`src/rtl/led_refresh_scheduler_pkg.sv`:
```
// Shared constants, FSM state type and index helper for the LED refresh scheduler.
package led_pkg;
  localparam int LED_DIGITS = 8;
  localparam int LED_ADDR_W = 3;
  localparam int LED_DATA_W = 8;
  localparam int SCLK_DIV   = 50;

  typedef enum logic [1:0] {
    IDLE  = 2'd0,
    ISSUE = 2'd1,
    WAIT  = 2'd2,
    CLEAR = 2'd3
  } state_t;

  // Digit index after i, wrapping 7 -> 0.
  function automatic logic [LED_ADDR_W-1:0] next_idx(input logic [LED_ADDR_W-1:0] i);
    return i + LED_ADDR_W'(1);
  endfunction
endpackage

```
`src/rtl/led_refresh_scheduler_if.sv`:
```
// Host-side write/clear strobes and writer-side outputs of the LED refresh scheduler.
interface led_refresh_scheduler_if;
  import led_pkg::*;

  // HostWrEn and HostClear are fire-and-forget strobes: there is no ready, every
  // asserted cycle is accepted. WRITEOut is a one-cycle pulse qualifying DataOut/AddressOut.
  logic                  HostWrEn;
  logic [LED_ADDR_W-1:0] HostAddr;
  logic [LED_DATA_W-1:0] HostData;
  logic                  HostClear;
  logic [LED_DATA_W-1:0] DataOut;
  logic [3:0]            AddressOut;
  logic                  WRITEOut;
  logic                  CLEAROut;
  logic                  Busy;

  modport master (
    output HostWrEn, HostAddr, HostData, HostClear,
    input  DataOut, AddressOut, WRITEOut, CLEAROut, Busy
  );

  modport slave (
    input  HostWrEn, HostAddr, HostData, HostClear,
    output DataOut, AddressOut, WRITEOut, CLEAROut, Busy
  );
endinterface

```
`src/rtl/led_refresh_scheduler_rr_pick.sv`:
```
// Round-robin picker: first dirty digit at or after ptr, wrapping modulo 8.
module led_rr_pick
  import led_pkg::*;
(
  input  logic [LED_DIGITS-1:0] dirty,
  input  logic [LED_ADDR_W-1:0] ptr,
  output logic [LED_ADDR_W-1:0] idx,
  output logic                  valid
);

  logic [LED_ADDR_W-1:0] cand;

  // Scan from the farthest offset down so the nearest dirty entry is written last.
  always_comb begin
    idx   = ptr;
    valid = 1'b0;
    cand  = ptr;
    for (int i = LED_DIGITS - 1; i >= 0; i--) begin
      cand = ptr + LED_ADDR_W'(i);
      if (dirty[cand]) begin
        idx   = cand;
        valid = 1'b1;
      end
    end
  end

endmodule

```
`src/rtl/led_refresh_scheduler.sv`:
```
// Shadows 8 LED digits and replays dirty ones to the serial writer, paced by a cycle
// budget, with writer CLEAR sequencing and an optional periodic full refresh.
module led_refresh_scheduler
  import led_pkg::*;
#(
  parameter int TX_CYCLES      = 416,
  parameter int CLR_CYCLES     = 8,
  parameter int REFRESH_CYCLES = 5000000
) (
  input  logic                    SysClk,
  input  logic                    SysRst,
  led_refresh_scheduler_if.slave  bus,
  output state_t                  dbg_state,
  output logic [LED_DIGITS-1:0]   dbg_dirty
);

  localparam int CNT_MAX = (TX_CYCLES > CLR_CYCLES) ? TX_CYCLES : CLR_CYCLES;
  localparam int CNT_W   = (CNT_MAX > 1) ? $clog2(CNT_MAX) : 1;

  state_t                state_q, state_d;
  logic [LED_DATA_W-1:0] shadow_q [LED_DIGITS];
  logic [LED_DATA_W-1:0] shadow_d [LED_DIGITS];
  logic [LED_DIGITS-1:0] dirty_q, dirty_d;
  logic                  clr_pend_q, clr_pend_d;
  logic [LED_ADDR_W-1:0] ptr_q, ptr_d;
  logic [LED_ADDR_W-1:0] idx_q, idx_d;
  logic [CNT_W-1:0]      cnt_q, cnt_d;
  logic [LED_DATA_W-1:0] data_out_q, data_out_d;
  logic [3:0]            addr_out_q, addr_out_d;
  logic                  write_q, write_d;
  logic                  clear_q, clear_d;
  logic                  busy_q, busy_d;

  logic                  refresh_tick;
  logic                  decide;
  logic                  take_clear;
  logic [LED_ADDR_W-1:0] pick_ptr;
  logic [LED_ADDR_W-1:0] pick_idx;
  logic                  pick_valid;

  generate
    if (REFRESH_CYCLES > 0) begin : g_refresh
      localparam int RW = (REFRESH_CYCLES > 1) ? $clog2(REFRESH_CYCLES) : 1;
      logic [RW-1:0] rcnt_q, rcnt_d;
      logic          at_wrap;

      assign at_wrap      = (rcnt_q == RW'(REFRESH_CYCLES - 1));
      assign refresh_tick = at_wrap;

      always_comb begin
        rcnt_d = at_wrap ? '0 : rcnt_q + RW'(1);
      end

      always_ff @(posedge SysClk or negedge SysRst) begin
        if (!SysRst) rcnt_q <= '0;
        else         rcnt_q <= rcnt_d;
      end
    end else begin : g_no_refresh
      assign refresh_tick = 1'b0;
    end
  endgenerate

  // Leaving WAIT makes the IDLE decision directly, using the pointer it is about to store.
  assign pick_ptr = (state_q == WAIT) ? next_idx(idx_q) : ptr_q;

  led_rr_pick u_pick (
    .dirty (dirty_q),
    .ptr   (pick_ptr),
    .idx   (pick_idx),
    .valid (pick_valid)
  );

  always_comb begin
    state_d    = state_q;
    shadow_d   = shadow_q;
    dirty_d    = dirty_q;
    clr_pend_d = clr_pend_q;
    ptr_d      = ptr_q;
    idx_d      = idx_q;
    cnt_d      = cnt_q;
    data_out_d = data_out_q;
    addr_out_d = addr_out_q;
    write_d    = 1'b0;
    clear_d    = clear_q;
    busy_d     = busy_q;
    decide     = 1'b0;
    take_clear = 1'b0;

    case (state_q)
      IDLE: decide = 1'b1;
      ISSUE: begin
        dirty_d[idx_q] = 1'b0;
        cnt_d          = CNT_W'(TX_CYCLES - 1);
        state_d        = WAIT;
      end
      WAIT: begin
        if (cnt_q == '0) begin
          ptr_d   = next_idx(idx_q);
          busy_d  = 1'b0;
          state_d = IDLE;
          decide  = 1'b1;
        end else begin
          cnt_d = cnt_q - CNT_W'(1);
        end
      end
      CLEAR: begin
        if (cnt_q == '0) begin
          clear_d = 1'b0;
          busy_d  = 1'b0;
          state_d = IDLE;
        end else begin
          cnt_d = cnt_q - CNT_W'(1);
        end
      end
      default: state_d = IDLE;
    endcase

    if (decide) begin
      if (clr_pend_q) begin
        take_clear = 1'b1;
        shadow_d   = '{default: '0};
        dirty_d    = '0;
        clr_pend_d = 1'b0;
        clear_d    = 1'b1;
        busy_d     = 1'b1;
        cnt_d      = CNT_W'(CLR_CYCLES - 1);
        state_d    = CLEAR;
      end else if (pick_valid) begin
        idx_d      = pick_idx;
        data_out_d = shadow_q[pick_idx];
        addr_out_d = {1'b0, pick_idx};
        write_d    = 1'b1;
        busy_d     = 1'b1;
        state_d    = ISSUE;
      end
    end

    // A clear request arriving on the edge that starts a clear is satisfied by it.
    if (bus.HostClear && !take_clear) clr_pend_d = 1'b1;
    // Ordering matters: zeroing/issue first, then refresh, then the host write wins.
    if (refresh_tick) dirty_d = '1;
    if (bus.HostWrEn) begin
      shadow_d[bus.HostAddr] = bus.HostData;
      dirty_d[bus.HostAddr]  = 1'b1;
    end
  end

  always_ff @(posedge SysClk or negedge SysRst) begin
    if (!SysRst) begin
      state_q    <= IDLE;
      shadow_q   <= '{default: '0};
      dirty_q    <= '0;
      clr_pend_q <= 1'b0;
      ptr_q      <= '0;
      idx_q      <= '0;
      cnt_q      <= '0;
      data_out_q <= '0;
      addr_out_q <= '0;
      write_q    <= 1'b0;
      clear_q    <= 1'b0;
      busy_q     <= 1'b0;
    end else begin
      state_q    <= state_d;
      shadow_q   <= shadow_d;
      dirty_q    <= dirty_d;
      clr_pend_q <= clr_pend_d;
      ptr_q      <= ptr_d;
      idx_q      <= idx_d;
      cnt_q      <= cnt_d;
      data_out_q <= data_out_d;
      addr_out_q <= addr_out_d;
      write_q    <= write_d;
      clear_q    <= clear_d;
      busy_q     <= busy_d;
    end
  end

  assign bus.DataOut    = data_out_q;
  assign bus.AddressOut = addr_out_q;
  assign bus.WRITEOut   = write_q;
  assign bus.CLEAROut   = clear_q;
  assign bus.Busy       = busy_q;
  assign dbg_state      = state_q;
  assign dbg_dirty      = dirty_q;

endmodule

```
`src/flat_wrapper.sv`:
```
// flat-port wrapper written by rule: the top's interface ports become plain ports
module led_refresh_scheduler_flat import led_pkg::*;
#(
  parameter int TX_CYCLES      = 416,
  parameter int CLR_CYCLES     = 8,
  parameter int REFRESH_CYCLES = 5000000
)
  (SysClk, SysRst, dbg_state, dbg_dirty, bus_HostWrEn, bus_HostAddr, bus_HostData, bus_HostClear, bus_DataOut, bus_AddressOut, bus_WRITEOut, bus_CLEAROut, bus_Busy);
  led_refresh_scheduler_if bus_i ();
  input  logic SysClk;
  input  logic SysRst;
  output state_t dbg_state;
  output logic [LED_DIGITS-1:0] dbg_dirty;
  input wire logic [$bits(bus_i.HostWrEn)-1:0] bus_HostWrEn;
  input wire logic [$bits(bus_i.HostAddr)-1:0] bus_HostAddr;
  input wire logic [$bits(bus_i.HostData)-1:0] bus_HostData;
  input wire logic [$bits(bus_i.HostClear)-1:0] bus_HostClear;
  output wire logic [$bits(bus_i.DataOut)-1:0] bus_DataOut;
  output wire logic [$bits(bus_i.AddressOut)-1:0] bus_AddressOut;
  output wire logic [$bits(bus_i.WRITEOut)-1:0] bus_WRITEOut;
  output wire logic [$bits(bus_i.CLEAROut)-1:0] bus_CLEAROut;
  output wire logic [$bits(bus_i.Busy)-1:0] bus_Busy;
  assign bus_i.HostWrEn = bus_HostWrEn;
  assign bus_i.HostAddr = bus_HostAddr;
  assign bus_i.HostData = bus_HostData;
  assign bus_i.HostClear = bus_HostClear;
  assign bus_DataOut = bus_i.DataOut;
  assign bus_AddressOut = bus_i.AddressOut;
  assign bus_WRITEOut = bus_i.WRITEOut;
  assign bus_CLEAROut = bus_i.CLEAROut;
  assign bus_Busy = bus_i.Busy;
  led_refresh_scheduler #(.TX_CYCLES(TX_CYCLES), .CLR_CYCLES(CLR_CYCLES), .REFRESH_CYCLES(REFRESH_CYCLES)) u_core (.SysClk(SysClk), .SysRst(SysRst), .bus(bus_i), .dbg_state(dbg_state), .dbg_dirty(dbg_dirty));
endmodule
```
`config.mk`:
```
export PLATFORM = sky130hd
export DESIGN_NAME = led_refresh_scheduler_flat
export DESIGN_NICKNAME = d
export VERILOG_FILES = /design/src/rtl/led_refresh_scheduler_pkg.sv /design/src/rtl/led_refresh_scheduler_if.sv /design/src/rtl/led_refresh_scheduler_rr_pick.sv /design/src/rtl/led_refresh_scheduler.sv /design/src/flat_wrapper.sv
export SDC_FILE = /design/constraint.sdc
export NUM_CORES = 1
export LEC_CHECK = 0
export CORE_MARGIN = 1
export CORE_UTILIZATION = 60
export CTS_BUF_LIST = sky130_fd_sc_hd__clkbuf_8
export CTS_CLUSTER_DIAMETER = 40
export DETAILED_ROUTE_END_ITERATION = 16
export DONT_BUFFER_PORTS = 1
export PLACE_DENSITY_LB_ADDON = 0.05
export SLEW_MARGIN = 10
export SYNTH_ARGS = -nofsm -noshare
export SYNTH_HDL_FRONTEND = slang
export SYNTH_SLANG_ARGS = --single-unit
export TNS_END_PERCENT = 30
```
`constraint.sdc`:
```
create_clock -name SysClk -period 8.72 [get_ports SysClk]
set_input_delay 1.308 -clock SysClk [delete_from_list [all_inputs] [get_ports SysClk]]
set_output_delay 1.308 -clock SysClk [all_outputs]
set_load 0.02 [all_outputs]
```
==> results of run 1 <==
-- where the power goes --
| part | switching, mW | leakage (nW) | total, mW | internal, mW |
|---|---|---|---|---|
| Sequential | 0.244 | 1.58 | 1.01 | 0.762 |
| Combinational | 0.850 | 1.38 | 1.55 | 0.698 |
| Clock | 0.250 | 0.178 | 0.479 | 0.229 |
| Total | 1.35 | 3.13 | 3.03 | 1.69 |
-- synth_stat cells, drive strengths merged (12+ instances only) --
library cell    n  area (um2)
a211oi         14         110
a21oi          22         129
buf            20         120
clkbuf         19        71.3
dfrtp         124        3100
inv            14        52.6
mux2i          14         153
mux4           17         417
nand2         190         713
nand2b         12        82.6
nand3          16        80.1
nor2           38         143
nor3           17        85.1
o21ai          88         440
xnor2          20         198
-- layer usage --
| layer | global-route usage | vias up | wire (um) |
|---|---|---|---|
| li1 | - | 2540 | - |
| met3 | 0.0862 | 46 | 1440 |
| met4 | 0.132 | 0 | 424 |
| met1 | 0.426 | 2694 | 7430 |
| met2 | 0.496 | 227 | 8070 |
| met5 | 0 | - | 0 |
-- worst paths after layout --
path | from | cells past startpoint | slack [ns] | to
max reg2reg | u_core.dbg_state[1] | 13 | 3.54 | u_core.bus.DataOut[7]
min | u_core.g_refresh.rcnt_q[4] | 1 | 0.48 | u_core.g_refresh.rcnt_q[4]
max in group asynchronous | SysRst | 0 | 7.98 | u_core.ptr_q[1]
min reg2reg | u_core.g_refresh.rcnt_q[4] | 1 | 0.48 | u_core.g_refresh.rcnt_q[4]
min in group asynchronous | SysRst | 0 | 0.53 | u_core.bus.DataOut[7]
max | u_core.dbg_state[1] | 13 | 3.54 | u_core.bus.DataOut[7]
-- area by class of cell --
type,count,area share
Inverter,14,0.00734
Clock buffer,21,0.0403
Sequential cell,124,0.433
Timing Repair Buffer,5,0.00524
Tap cell,140,0.0245
Clock inverter,11,0.0119
Multi-Input combinational cell,554,0.478
-- cells in the final DEF, fill, tap and decap left out, types with 9 or more instances in the layout --
cell type  count
mux4_1         9
nand2b_1      11
o21ai_0       86
nor2_1        38
inv_1         13
xnor2_1       17
nand3_1       16
dfrtp_1      124
a21oi_1       18
clkbuf_8      21
nand2_1      190
nor3_1        16
a211oi_1      13
mux2i_1       13
-- logic make-up after synthesis --
| kind of cell | count (synthesis) | share of synthesized area |
|---|---|---|
| simple gates | 311 | 0.203 |
| compound gates | 171 | 0.157 |
| flops | 124 | 0.459 |
| buf+inv | 53 | 0.0361 |
| mux | 39 | 0.0976 |
| xor+xnor | 27 | 0.0383 |
| fa+ha+maj | 5 | 0.00926 |
| other cells | 1 | 0.000555 |
-- metrics by stage --
step	util	cells
6_report	0.658	869
5_1_grt	0.658	869
4_1_cts	0.658	869
3_5_place_dp	0.624	837
3_3_place_gp	0.624	837
2_1_floorplan	-	731
-- sequential cells by signal (all words and copies together), names as in the netlist --
register                 count
u_core.bus.Busy              1
u_core.bus.CLEAROut          1
u_core.bus.DataOut           8
u_core.bus.WRITEOut          1
u_core.clr_pend_q            1
u_core.cnt_q                 9
u_core.dbg_dirty             8
u_core.dbg_state             2
u_core.g_refresh.rcnt_q     23
u_core.idx_q                 3
u_core.ptr_q                 3
u_core.shadow_q             64
==> results by group, run 1 <==
Place
  – DP HPWL: 11700 um
  – Pre-CTS setup slack: 3.59 ns
  – # port buffers: 0
  – Placed cell area: 6790 um2
  – GP Congestion: about 0.9

Timing
  – Final Hold Vio Count: 0
  – Setup slack after layout: 3.54 ns
  – Pins Over Slew Limit: 0
  – Fmax: approximately 190 MHz
  – Final setup skew: 0.0152 ns
  – Fin crit share: 0.594
  – Setup violations, final: 0
  – Setup TNS: 0 ns
  – Actual slew at the worst max-slew pin: 1.08 ns
  – WHS: between 0.4 and 0.5 ns
  – Slew HR: 0.277
  – Tmin final: 5.18 ns
  – RSZ-0062 raised after global routing: false

Die
  – Top Ports: 40
  – Initial Util: 0.621
  – Die span in x: 108 um
  – Die span in y: 108 um
  – Core area: 10900 um2
  – DIE AREA: 11700 um2
  – Row cnt: 38

Detailed routing
  – Drt first pass iters: 5
  – 1st-iter DRT viols: 647
  – Via Count: 5507
  – DR DRC count: 0
  – Post-Route WL: 17400 um
  – Via/cell ratio: roughly 6.3
  – Routed wire per std cell: 20.0 um
  – ANT nets after route: 0

Worst setup path
  – Crit path largest cell delay: approximately 0.84 ns
  – CP arrival: ~5.5 ns
  – Bufs and invs on worst path: 1
  – Crit-path leading delay family: compound AO/OA/AOI/OAI gates
  – Critical Path Most Common Cell: nand2_1
  – Startpoint types: register
  – Critical path data required time: roughly 9.1 ns
  – Crit Path Max Fanout: 17
  – CP Cell Sequence: nor2b_1, mux2_2, inv_1, ha_1, xnor2_2, nand2_1, a32oi_1, a2bb2oi_1, o211ai_1, a21oi_2, mux4_1, a22oi_1, nand2_1
  – Critical-path top delay cell: a21oi_2
  – Setup crit end kind: register
  – Critical path type: register to register

Clock tree
  – Clock tree buffer depth: 2
  – Clock Latency Late Sink: about 0.46 ns
  – TritonCTS Sinks: 124
  – Register clock-pin slew on the reported worst setup and hold paths: roughly 0.090 ns
  – CTS buffer count: 17
  – Resized cells post-CTS: 0
  – Post-CTS setup buffers: 0
  – Hold Buf Count CTS: 0
  – Root buffer cell: clkbuf_8
  – H-tree Lvls: 4
  – CTS tree: built

Pwr
  – Worst vdd ir: 0.246 mV
  – Leakage: 3.13 nW
  – Design Power: between 3 and 4 mW
  – Power density cells: 424 nW/um2

Finish
  – Multi-input gate area: roughly 3400 um2
  – Area Overhead vs Synth: 5.98%
  – N_diodes: 0
  – Final nets: ~740
  – Layout cell share with drive strength beyond 1: 0.0947
  – Final Instance Area: approximately 7200 um2
  – Sequential Area: slightly above 3000 um2
  – Filler cells: roughly 900

Global routing
  – Largest net degree at the start of global routing: 125
  – Via count of the first global-routing pass: 5342
  – Global-route wire length before repair: 27700 um
  – Gr usage total: 0.320
  – Total global routing overflow: 0
  – Initial antenna violation count: 0

Yosys
  – Synth Flop Type: dfrtp_1
  – Sequential area share after synthesis: 0.459
  – Netlist cell types: 64
  – EDFF count, synth: 0
  – Yosys reg bits: 124
  – Synthesis Warnings: 0
  – Avg Cell Area, Syn: about 9.2 um2
  – Async set-reset flop share out of synthesis: 1.00
  – Cell area after synthesis: 6760 um2
  – Post-Synthesis Cells: 731
  – Syn Nets: 751

Status
  – Outcome: finished clean

Hold path
  – Hold WC Path Type: register to register

Run
  – Max-Cap Viols: 0
No activity file was read; power rests on OpenSTA's default activity.
==> inputs of run 2 (changes only) <==
Clock period 8.72 ns to 5.3 ns, I/O delays scaled along.
==> results by group, run 2 (synthesis results as in run 1) <==
Status
  – Outcome: finished clean

Worst setup path
  – Crit path largest cell delay: 0.79 ns (-0.05 ns)
  – Flop2flop setup slack: 0.51 ns (-3.03 ns)
  – Critical-path top delay cell: dfrtp_1
  – Startpoint types: register
  – Worst R2R Path Depth: 14 (+1)
  – Worst r2r dst: u_core.bus.DataOut[1]
  – Setup crit end kind: register
  – Reg-to-reg startpoint: u_core.idx_q[0]
  – Critical path data required time: 5.61 ns (-3.46 ns)
  – CP Cell Sequence: ha_1, mux2_2, inv_1, ha_1, xnor2_2, a211oi_1, o21bai_1, a211oi_1, a221oi_2, xnor2_2, buf_4, mux4_1, a22oi_1, nand2_1
  – Critical path type: register to register
  – Crit Path Max Fanout: 17 (unchanged)
  – CP arrival: 5.11 ns (-0.43 ns)

Die
  – Row cnt: 38 (unchanged)
  – Initial Util: 0.621 (unchanged)
  – Core area: 10900 um2 (unchanged)
  – DIE AREA: 11700 um2 (unchanged)
  – Die span in y: 108 um (unchanged)
  – Top Ports: 40 (unchanged)
  – Die span in x: 108 um (unchanged)

Global routing
  – Largest net degree at the start of global routing: 125 (unchanged)
  – Global-route wire length before repair: 28000 um (+1.1%)
  – Via count of the first global-routing pass: 5406 (+1.2%)
  – Total global routing overflow: 0 (unchanged)
  – Gr usage total: 0.322 (+0.00273)
  – Initial antenna violation count: 0 (unchanged)

Hold path
  – Hold WC Path Type: input port to async pin

Detailed routing
  – Via Count: 5561 (+0.98%)
  – Via/cell ratio: 6.38 (+0.63%)
  – DR DRC count: 0 (unchanged)
  – ANT nets after route: 0 (unchanged)
  – Drt first pass iters: 5 (unchanged)
  – 1st-iter DRT viols: 501 (-23%)
  – Post-Route WL: 17800 um (+2.3%)
  – Routed wire per std cell: 20.4 um (+1.9%)

Finish
  – Largest regs: u_core.shadow_q (64), u_core.g_refresh.rcnt_q (23), u_core.cnt_q (9)
  – Post-layout util: 0.668 (+0.00988)
  – Layout Cells excl Fill: 872 (+0.35%)
  – Area Overhead vs Synth: 7.57%
  – Most common cell after layout, fill and taps aside: nand2_1
  – Most frequent cells in the layout: 190 x nand2_1, 124 x dfrtp_1, 86 x o21ai_0
  – Max reg flops: 64 (unchanged)
  – Top reg by flops: u_core.shadow_q
  – Final nets: 739 (+0.41%)
  – N_diodes: 0 (unchanged)
  – Layout cell share with drive strength beyond 1: 0.0984 (+0.00371)

Clock tree
  – Post-CTS setup buffers: 0 (unchanged)
  – Root buffer cell: clkbuf_8
  – TritonCTS Sinks: 124 (unchanged)
  – Clock Latency Late Sink: 0.44 ns (-0.02 ns)
  – CTS tree: built
  – Hold Buf Count CTS: 0 (unchanged)
  – Resized cells post-CTS: 0 (unchanged)
  – CTS buffer count: 17 (unchanged)
  – Register clock-pin slew on the reported worst setup and hold paths: 0.08 ns (about the same)
  – Clock tree buffer depth: 2 (unchanged)
  – H-tree Lvls: 4 (unchanged)

Pwr
  – Power density cells: 720 nW/um2 (+70%)
  – Logic pwr share: 0.502 (-0.008)
  – Clock Power Share: 0.181 (+0.023)
  – Leakage: 3.18 nW (+1.6%)
  – Int Power: 2.97 mW (+76%)
  – P_sw: 2.26 mW (+68%)
  – Worst vdd ir: 0.573 mV (+130%)
  – Switching Share: 0.432 (-0.0114)
  – Seq pwr share: 0.317 (-0.015)

Timing
  – Tmin final: 4.79 ns (-0.392 ns)
  – Final setup skew: 0.0183 ns (+0.00306 ns)
  – WHS: 0.0378 ns (-0.442 ns)
  – Setup slack after layout: 0.508 ns (-3.03 ns)
  – Pins Over Slew Limit: 0 (unchanged)
  – Fmax: 209 MHz (+8.2%)
  – Actual slew at the worst max-slew pin: 0.821 ns (-0.263 ns)
  – Slew HR: 0.451 (+0.174)
  – Setup violations, final: 0 (unchanged)
  – Setup TNS: 0 ns (unchanged)
  – Fin crit share: 0.904 (+0.310)
  – RSZ-0062 raised after global routing: false
  – Final Hold Vio Count: 0 (unchanged)

Place
  – Pre-CTS setup slack: 0.605 ns (-2.98 ns)
  – # port buffers: 0 (unchanged)
  – DP HPWL: 12100 um (+4.1%)
  – GP Congestion: 1.00 (+14%)
  – Inst Count DP: 840 (+0.36%)

Run
  – Max-Cap Viols: 0 (unchanged)
[run 2: layout make-up]
| class | count | area [um2] |
|---|---|---|
| clock buffers | 20 | 275 |
| clock inverters | 12 | 184 |
| fillers | 855 | 3620 |
| inverters | 14 | 52.6 |
| multi-input cells | 554 | 3420 |
| flip-flops and latches | 124 | 3100 |
| well taps | 140 | 175 |
| repair buffers | 8 | 60.1 |
[run 2: how the worst max path moves through the flow]
stage	start	to	slack (ns)	depth (start not counted)
3_5_place_dp	u_core.idx_q[0]	u_core.bus.DataOut[1]	0.61	14
6_report	u_core.idx_q[0]	u_core.bus.DataOut[1]	0.51	14
5_1_grt	u_core.idx_q[0]	u_core.bus.DataOut[1]	0.19	14
4_1_cts	u_core.idx_q[0]	u_core.bus.DataOut[1]	0.55	14
2_1_floorplan	u_core.dbg_state[1]	u_core.bus.DataOut[0]	1.11	17
3_3_place_gp	u_core.idx_q[0]	u_core.bus.DataOut[5]	0.65	14
[run 2: power by group through the flow]
stage / Clock, mW / Sequential [mW] / Combinational [mW]
floorplan: 0 / 1.53 / 2.13
global placement: 0 / 1.65 / 2.58
detailed placement: 0 / 1.67 / 2.58
CTS: 0.956 / 1.65 / 2.59
global route: 0.998 / 1.69 / 2.82
finish: 0.950 / 1.66 / 2.63
[run 2: stage by stage]
stage          area (um2)  power, mW
2_1_floorplan        6760       3.66
3_3_place_gp         6810       4.23
3_5_place_dp         6810       4.25
4_1_cts              7270       5.20
5_1_grt              7270       5.51
6_report             7270       5.24
[run 2: critical path, delay by kind of cell, from the launching register on]
family	cells	cell delay (ns)
XOR/XNOR	2	0.31
AO/OA/AOI/OAI	5	1.10
AND/OR/NAND/NOR	1	0.07
adder cells (fa/ha/maj)	2	0.71
buffers and inverters	2	0.70
flip-flops	1	0.79
multiplexers	2	1.00
[run 2: metal layers]
layer  vias up  global-route usage  share of wire
li1       2529                   -              -
met1      2746               0.421           0.41
met2       241               0.510           0.49
met3        45              0.0747          0.070
met4         0               0.151          0.032
met5         -                   0              0
==> inputs of run 3 (changes only) <==
Settings changed: GPL_ROUTABILITY_DRIVEN set to 0.
Clock period 5.3 ns to 4.97 ns, I/O delays scaled along.
==> results by group, run 3 (synthesis results as in run 1) <==
Status
  – Outcome: finished clean

Die
  – Core area: 10900 um2 (unchanged)
  – Die span in y: 108 um (unchanged)
  – Die span in x: 108 um (unchanged)
  – Initial Util: 0.621 (unchanged)
  – Row cnt: 38 (unchanged)
  – DIE AREA: 11700 um2 (unchanged)
  – Top Ports: 40 (unchanged)

Global routing
  – Total global routing overflow: 0 (unchanged)
  – Global-route wire length before repair: 27700 um (-1.2%)
  – Gr usage total: 0.319 (-0.00351)
  – Via count of the first global-routing pass: 5346 (-1.1%)
  – Initial antenna violation count: 0 (unchanged)
  – Largest net degree at the start of global routing: 125 (unchanged)

Worst setup path
  – Critical path data required time: 5.29 ns (-0.32 ns)
  – Bufs and invs on worst path: 3 (+1)
  – Startpoint types: register
  – CP Cell Sequence: nand2b_4, a21oi_4, inv_2, ha_1, inv_1, xnor2_1, mux2i_1, a31oi_1, o21ai_1, a221oi_2, xnor2_4, buf_4, mux4_1, a22oi_1, nand2_1
  – CP arrival: 4.98 ns (-0.13 ns)
  – Crit-path leading delay family: compound AO/OA/AOI/OAI gates
  – Crit Path Max Fanout: 13 (-4)
  – Critical-path top delay cell: dfrtp_1
  – Crit path largest cell delay: 0.71 ns (-0.08 ns)
  – Flop2flop setup slack: 0.31 ns (-0.20 ns)
  – Setup crit end kind: register
  – Critical path type: register to register

Clock tree
  – Register clock-pin slew on the reported worst setup and hold paths: 0.07 ns (about the same)
  – CTS buffer count: 17 (unchanged)
  – Clock tree buffer depth: 2 (unchanged)
  – H-tree Lvls: 4 (unchanged)
  – Clock Latency Late Sink: 0.44 ns (about the same)
  – CTS tree: built
  – Root buffer cell: clkbuf_8
  – Post-CTS setup buffers: 0 (unchanged)
  – TritonCTS Sinks: 124 (unchanged)

Pwr
  – Seq pwr share: 0.313 (-0.004)
  – P_sw: 2.39 mW (+5.6%)
  – Power density cells: 761 nW/um2 (+5.6%)
  – Clock Power Share: 0.153 (-0.028)
  – Logic pwr share: 0.534 (+0.032)
  – Switching Share: 0.431 (-0.00123)
  – Design Power: 5.54 mW (+5.9%)
  – Worst vdd ir: 0.491 mV (-14%)
  – Leakage: 3.24 nW (+1.7%)
  – Int Power: 3.16 mW (+6.1%)

Finish
  – Most common cell after layout, fill and taps aside: nand2_1
  – Final nets: 749 (+1.4%)
  – Area Overhead vs Synth: 7.81%
  – Most frequent cells in the layout: 190 x nand2_1, 124 x dfrtp_1, 86 x o21ai_0
  – Max reg flops: 64 (unchanged)
  – Layout cell share with drive strength beyond 1: 0.103 (+0.00420)
  – Top reg by flops: u_core.shadow_q
  – N_diodes: 0 (unchanged)
  – Filler cells: 871 (+1.9%)
  – Largest regs: u_core.shadow_q (64), u_core.g_refresh.rcnt_q (23), u_core.cnt_q (9)

Timing
  – Setup violations, final: 0 (unchanged)
  – WHS: 0.254 ns (+0.216 ns)
  – RSZ-0062 raised after global routing: false
  – Setup slack after layout: 0.310 ns (-0.198 ns)
  – Pins Over Slew Limit: 0 (unchanged)
  – Tmin final: 4.66 ns (-0.132 ns)
  – Actual slew at the worst max-slew pin: 0.854 ns (+0.0324 ns)
  – Fmax: 215 MHz (+2.8%)
  – Setup TNS: 0 ns (unchanged)
  – Slew HR: 0.429 (-0.0223)
  – Fin crit share: 0.938 (+0.0334)
  – Final Hold Vio Count: 0 (unchanged)
  – Final setup skew: 0.00798 ns (-0.0103 ns)

Detailed routing
  – Drt first pass iters: 5 (unchanged)
  – Via/cell ratio: 6.33 (-0.68%)
  – 1st-iter DRT viols: 642 (+28%)
  – Routed wire per std cell: 19.6 um (-3.9%)
  – Via Count: 5580 (+0.34%)
  – DR DRC count: 0 (unchanged)
  – ANT nets after route: 0 (unchanged)
  – Post-Route WL: 17200 um (-2.9%)

Run
  – Max-Cap Viols: 0 (unchanged)

Place
  – Pre-CTS setup slack: 0.292 ns (-0.313 ns)
  – # port buffers: 0 (unchanged)
  – DP HPWL: 11500 um (-5.0%)

Hold path
  – Hold WC Path Type: input port to async pin
run 3: cell types whose count changed in the layout (fill, tap and decap cells not counted):
cell / change
buf_4: +9
clkinvlp_4: -5
inv_1: +5
clkinv_2: +4
bufinv_16: -2
inv_6: -2
buf_16: +1
clkbuf_8: -1
xnor2_2: -1
xnor2_4: +1
run 3: worst paths after layout:
| kind | end | from | depth (start not counted) |
|---|---|---|---|
| worst max-delay path | u_core.bus.DataOut[3] | u_core.dbg_state[0] | 15 |
| worst min-delay path | u_core.bus.DataOut[3] | SysRst | 1 |
| worst max register to register | u_core.bus.DataOut[3] | u_core.dbg_state[0] | 15 |
| worst min register to register | u_core.g_refresh.rcnt_q[4] | u_core.g_refresh.rcnt_q[4] | 1 |
| max in group asynchronous | u_core.g_refresh.rcnt_q[1] | SysRst | 1 |
| min in group SysClk | u_core.shadow_q[13] | bus_HostData[5] | 2 |
run 3: final cells by class:
cell class              count  area [um2]  share of cell area
repair buffers             18         155              0.0213
clock buffers              19         262              0.0359
well taps                 140         175              0.0240
multi-input cells         554        3430               0.471
flip-flops and latches    124        3100               0.426
inverters                  14        52.6             0.00721
clock inverters            12         108              0.0148
run 3: metal layers:
| layer | vias up | part of all wire | global-route usage |
|---|---|---|---|
| li1 | 2556 | - | - |
| met1 | 2706 | 0.43 | 0.442 |
| met2 | 260 | 0.45 | 0.465 |
| met3 | 58 | 0.078 | 0.0832 |
| met4 | 0 | 0.034 | 0.159 |
| met5 | - | 0 | 0 |
run 3: power by group through the flow:
stage / Clock (mW) / Sequential, mW / Combinational (mW)
after CTS: 0.860 / 1.73 / 2.88
after global placement: 0 / 1.74 / 2.76
final: 0.847 / 1.73 / 2.96
after global routing: 0.904 / 1.77 / 3.20
after floorplan: 0 / 1.63 / 2.27
after detailed placement: 0 / 1.74 / 2.83
run 3: through the flow:
stage,std cells,utilization,instance area [um2]
after detailed placement,849,0.632,6880
after global routing,881,0.669,7290
final,881,0.669,7290
after floorplan,731,-,6760
after CTS,881,0.668,7280
after global placement,849,0.632,6880
run 3: timing repair:
item	4_1_cts	5_1_grt
hold buffers	1	0
gates resized for setup	0	1
endpoints found under the hold margin	124	0
endpoints found under the setup margin	0	4
